==> config.mk <==
export PLATFORM = sky130hd
export DESIGN_NAME = board_input_conditioner
export DESIGN_NICKNAME = d
export VERILOG_FILES = /design/src/rtl/board_input_conditioner.sv
export SDC_FILE = /design/constraint.sdc
export NUM_CORES = 1
export LEC_CHECK = 0
export CORE_MARGIN = 2
export CORE_UTILIZATION = 50
export CTS_BUF_LIST = sky130_fd_sc_hd__clkbuf_4
export CTS_CLUSTER_SIZE = 40
export DETAILED_ROUTE_END_ITERATION = 8
export PLACE_DENSITY = 0.78
export SLEW_MARGIN = 20
export SYNTH_ARGS = -nofsm -noshare
export SYNTH_HDL_FRONTEND = slang
export SYNTH_SLANG_ARGS = --single-unit
==> constraint.sdc <==
create_clock -name clk -period 10.5 [get_ports clk]
set_input_delay 1.05 -clock clk [delete_from_list [all_inputs] [get_ports clk]]
set_output_delay 1.05 -clock clk [all_outputs]
set_load 0.02 [all_outputs]
==> src/rtl/board_input_conditioner.sv <==
// Board KEY/SW input conditioning: sync, debounce, edge capture, level irq.
// Define BIC_KEY_ACTIVE_HIGH_EN to invert key polarity after the synchroniser.
module board_input_conditioner #(
  parameter int W_KEY          = 4,
  parameter int W_SW           = 18,
  parameter int TICK_CYCLES    = 50000,
  parameter int STABLE_SAMPLES = 4
) (
  input  logic                    clk,
  input  logic                    reset_n,
  input  logic [W_KEY-1:0]        key_raw,
  input  logic [W_SW-1:0]         sw_raw,
  input  logic [W_KEY+W_SW-1:0]   rise_en,
  input  logic [W_KEY+W_SW-1:0]   fall_en,
  input  logic [W_KEY+W_SW-1:0]   irq_mask,
  input  logic                    clr_valid,
  input  logic [W_KEY+W_SW-1:0]   clr_mask,
  output logic [31:0]             gpio_in,
  output logic [W_KEY+W_SW-1:0]   edge_stat,
  output logic                    irq
);

  localparam int N  = W_KEY + W_SW;
  localparam int CW = $clog2(TICK_CYCLES);
  localparam logic [CW-1:0] TMAX = CW'(TICK_CYCLES - 1);
  localparam logic [N-1:0] SYNC_RST = {{W_KEY{1'b1}}, {W_SW{1'b0}}};

`ifdef BIC_KEY_ACTIVE_HIGH_EN
  localparam logic [N-1:0] KEY_INV = {{W_KEY{1'b1}}, {W_SW{1'b0}}};
  localparam logic [N-1:0] DB_RST  = '0;
`else
  localparam logic [N-1:0] KEY_INV = '0;
  localparam logic [N-1:0] DB_RST  = SYNC_RST;
`endif

  logic          r_rst_meta;
  logic          r_rst_n;
  logic [N-1:0]  r_sync1;
  logic [N-1:0]  r_sync2;
  logic [CW-1:0] r_cnt;
  logic          r_tick_d;
  logic [N-1:0]  r_hist [STABLE_SAMPLES];
  logic [N-1:0]  r_db;
  logic [N-1:0]  r_edge;
  logic          r_irq;

  logic          w_tick;
  logic [N-1:0]  w_samp;
  logic [N-1:0]  w_all1;
  logic [N-1:0]  w_all0;
  logic [N-1:0]  w_db_nxt;
  logic [N-1:0]  w_rise;
  logic [N-1:0]  w_fall;
  logic [N-1:0]  w_set;
  logic [N-1:0]  w_clr;
  logic [N-1:0]  w_stat_nxt;
  logic [31:0]   w_gpio;

  // Async assert, clk-synchronous release of the internal reset
  always_ff @(posedge clk or negedge reset_n) begin
    if (!reset_n) begin
      r_rst_meta <= 1'b0;
      r_rst_n    <= 1'b0;
    end else begin
      r_rst_meta <= 1'b1;
      r_rst_n    <= r_rst_meta;
    end
  end

  always_ff @(posedge clk or negedge r_rst_n) begin
    if (!r_rst_n) begin
      r_sync1 <= SYNC_RST;
      r_sync2 <= SYNC_RST;
    end else begin
      r_sync1 <= {key_raw, sw_raw};
      r_sync2 <= r_sync1;
    end
  end

  assign w_samp = r_sync2 ^ KEY_INV;
  assign w_tick = (r_cnt == TMAX);

  always_ff @(posedge clk or negedge r_rst_n) begin
    if (!r_rst_n) begin
      r_cnt    <= '0;
      r_tick_d <= 1'b0;
    end else begin
      r_cnt    <= w_tick ? '0 : r_cnt + 1'b1;
      r_tick_d <= w_tick;
    end
  end

  always_ff @(posedge clk or negedge r_rst_n) begin
    if (!r_rst_n) begin
      for (int k = 0; k < STABLE_SAMPLES; k++)
        r_hist[k] <= DB_RST;
    end else if (w_tick) begin
      r_hist[0] <= w_samp;
      for (int k = 1; k < STABLE_SAMPLES; k++)
        r_hist[k] <= r_hist[k-1];
    end
  end

  always_comb begin
    w_all1 = '1;
    w_all0 = '1;
    for (int k = 0; k < STABLE_SAMPLES; k++) begin
      w_all1 = w_all1 & r_hist[k];
      w_all0 = w_all0 & ~r_hist[k];
    end
  end

  // A bit moves only when its whole history agrees
  assign w_db_nxt = r_tick_d ? ((r_db | w_all1) & ~w_all0) : r_db;

  assign w_rise     = w_db_nxt & ~r_db;
  assign w_fall     = ~w_db_nxt & r_db;
  assign w_set      = (w_rise & rise_en) | (w_fall & fall_en);
  assign w_clr      = clr_valid ? clr_mask : '0;
  assign w_stat_nxt = w_set | (r_edge & ~w_clr);

  always_ff @(posedge clk or negedge r_rst_n) begin
    if (!r_rst_n) begin
      r_db   <= DB_RST;
      r_edge <= '0;
      r_irq  <= 1'b0;
    end else begin
      r_db   <= w_db_nxt;
      r_edge <= w_stat_nxt;
      r_irq  <= |(r_edge & irq_mask);
    end
  end

  always_comb begin
    w_gpio        = '0;
    w_gpio[N-1:0] = r_db;
  end

  assign gpio_in   = w_gpio;
  assign edge_stat = r_edge;
  assign irq       = r_irq;

endmodule
==> results.md <==
- The signal on the critical path passes through clkdlybuf4s50_1.
- The distinct cell type count of the synthesized netlist is 32.
- The number of detailed-routing iterations run before antenna repair is 4.
- The highest clock frequency the design can meet is 355 MHz.
- The clock net in this run drives a total of 196 sinks.
- The worst flop-to-flop path startpoint is r_cnt[0].
- The floorplan step defined a die boundary enclosing 17,000 sq um.
- The data arrival time of the critical path is 1.77 ns.
- The number of global-route vias before repair is 5,506.
- The I/O pin count is 168.
- The first global-routing pass estimated 27,000 microns of wire.
- In this run, post-CTS repair resized a total of 0 instances.
- The number of buffers and inverters on the critical path is 1.
- After detailed routing, the number of remaining DRC violations is 0.
- The total number of yosys warnings is 0.
- The starting utilization of the core area is 50.8%.
- The half-perimeter wire length after placement is 11,600 microns.
- The stage delay of the slowest cell on the critical path is 0.61 ns.
- The quantity of hold-fixing buffers added after cts is 0.
- The clock arrives with 0.0231 ns of skew.
- The dominant delay contributor by cell family on the critical path is buffers and inverters.
- The number of setup buffers added after CTS is 0.
- The worst pin sits at a relative slew slack of 27.0%.
- The total core area is 15,800 sq um.
- The remaining number of nets flagged by the antenna check after routing is 0.
- The filler cells instantiated in the layout total 1,209.
- The synthesis-to-layout area growth is 25.0%.
- The count of buffers added on input and output ports is 157.
- Hold timing on the final database bottoms out at a slack of 0.340 ns.
- Entering global routing, the biggest net connects 80 pins.
- The category of the worst setup path launch point is a flop.
- The repair_antennas step left the layout with diodes totalling 0.
- The start-to-end type of the worst setup path is reg2out.
- The post-synthesis register bit count is 196.
- The largest buffer count on any clock path is 2.
- The clock tree from TritonCTS is done.
- The ratio of routed vias to standard cells is 5.33.
- Synthesis produced a netlist whose cell count is 623.
- The number of hold violations in the final report is 0.
- Setup repair after global routing left no endpoint under its margin.
- The startpoint of the worst setup timing path is r_db[18].
- At the end of the flow the core is filled with cells to 63.4%.
- After synthesis, flip-flops and latches occupy 61.7% of the total area.
- For the finished layout, the period the worst path requires is 2.82 ns.
- The final number of max-transition violations is 0.
- The ratio of cells with drive above 1 in the final layout is 20.3%.
- After the last flow step, the layout net total stands at 901.
- Along the worst path, the maximum fanout reaches 5.
- The count of endpoints failing setup in the final report is 0.
- The largest area contributor in the synthesized netlist is dfrtp_1.
- The worst voltage drop across the vdd grid is 94.9 uV.
- The routed layout has 5,419 vias.
- The required time of the critical path is 9.45 ns.
- The routed wire length is 16,700 microns.
- The total clock buffers created by CTS is 17.
- The residual overflow from global routing is 0.
- The total negative slack for setup checks is 0 ns.
- The die is 131 microns tall.
- Dividing total power by cell area gives a power density of 122 nW/um^2.
- The post-CTS clock slew at the launch and capture registers of the worst setup and hold paths is 0.15 ns.
- The worst hold path belongs to the class reg2async.
- The cell with the largest stage delay on the worst path is clkdlybuf4s50_1.
- After layout, the worst path uses 26.8% of the clock period.
- The DRC marker count from the first detailed-route iteration is 328.
- The library cell used most frequently in the layout, excluding fill and tap cells, is dfrtp_1.
- The area fraction of the dominant cell type after synthesis is 52.5%.
- The number of H-tree levels is 4.
- At the later pin of the worst-skew pair, clock insertion delay measures 0.57 ns.
- The reported leakage power is 4.30 nW.
- The number of antenna violations at the first check in global routing was 0.
- The die outline width is 131 microns.
- The max-cap check violation count is 0.
- The critical path depth is 1.
- Yosys attributes the largest share of cell area to dfrtp_1 53%, dfstp_2 9.2%, mux2_4 7.3%.
- Leaving out fill and tap cells, the most frequent cells in the layout are 167 x dfrtp_1, 156 x clkdlybuf4s50_1, 72 x nand2_1, 63 x a21oi_1, 49 x mux2_2.
- The worst setup path is captured at an output port.
- Counting cells, the worst reg-to-reg path comes to 5.
- For the pin with the worst max-slew slack, the measured transition is 1.10 ns.
- The worst-case register-to-register setup slack is 8.06 ns.
- In this run the clock root is driven by a clkbuf_4.
- The number of cell rows is 46.
- The all-layer global routing usage is 20.7%.
- The flow ran to the end, and the final reports show no timing, DRC or antenna violations.
- The post-synthesis average cell area is 12.9 sq um.
- After synthesis the cells add up to 8010 sq um.
- In the final routed layout, each cell accounts on average for 16.4 microns.
- The weighted congestion at the end of routability-driven global placement is 0.791.
- The worst register-to-register path ends at r_hist[13].
power by group:
group          leakage (nW)  switching [W]  internal (W)   total, W
combinational          1.63      0.0000232     0.0000373  0.0000605
clock                 0.136       0.000247      0.000141   0.000389
sequential             2.54     0.00000546      0.000766   0.000771
total                  4.30       0.000276      0.000944    0.00122
area by class of cell:
cell class / instances / area, sq um / share of cell area, %
clock buffer: 18 / 135 / 1.35
clock inverter: 14 / 139 / 1.39
timing repair buffer: 162 / 1600 / 16.0
tap: 216 / 270 / 2.70
multi-input combinational: 385 / 2820 / 28.2
sequential: 196 / 4940 / 49.4
inverter: 25 / 93.8 / 0.938
through the flow:
step / power, W / cell area [sq um] / std cells / setup slack [ns]
after global routing: 0.00127 / 10000 / 1016 / 7.59
final: 0.00122 / 10000 / 1016 / 7.68
after global placement: 0.000846 / 9740 / 984 / 7.67
after detailed placement: 0.000846 / 9730 / 984 / 7.97
after CTS: 0.00123 / 10000 / 1016 / 7.62
after floorplan: 0.000800 / 8040 / 632 / 4.68
worst max-delay path by stage:
stage                               to  slack (ns)
after floorplan           edge_stat[0]        4.68
after global placement    edge_stat[0]        7.67
after detailed placement           irq        7.97
after CTS                  gpio_in[19]        7.62
after global routing       gpio_in[19]        7.59
final                      gpio_in[18]        7.68
Yosys cell counts:
library cell  instances
dfrtp_1             168
nand2_1              72
a21oi_1              63
mux2_2               49
mux2_4               39
dfstp_2              28
nor3_1               27
nand4_1              26
inv_1                25
o31ai_1              21
or4b_1               15
buf_4                14
nor2_1               12
nand3_1               8
xnor2_1               8
or4b_2                6
xor2_1                6
buf_2                 5
a221oi_1              4
a22o_1                4
buf_6                 4
nor4_1                4
a22oi_1               3
clkbuf_1              3
conb_1                2
and2_1                1
and3_1                1
and4_1                1
ha_1                  1
nor4b_2               1
o21a_1                1
o221ai_1              1
cells by family after synthesis:
family	after synthesis	share of synthesized area, %
AOI/OAI and AO/OA	97	7.27
DFF	196	61.7
adders and majority gates	1	0.156
other	2	0.0938
xor gates and xnor gates	14	1.53
muxes	88	14.2
and+or+nand+nor	174	11.5
buffers and inverters	51	3.50
sequential cells by signal, summed over array words and instances, names as in the netlist:
signal      count
r_tick_d        1
edge_stat      22
r_rst_n         1
r_cnt          16
r_sync1        22
r_hist         88
r_db           22
irq             1
r_sync2        22
r_rst_meta      1
per-layer routing:
| metal | global-route usage, % | wire length (microns) | part of all wire, % |
|---|---|---|---|
| met5 | 0 | 0 | 0 |
| met4 | 7.26 | 264 | 1.6 |
| met3 | 4.68 | 804 | 4.8 |
| met2 | 36.8 | 8730 | 52 |
| met1 | 25.0 | 6910 | 41 |
No activity file was read; power rests on OpenSTA's default activity.
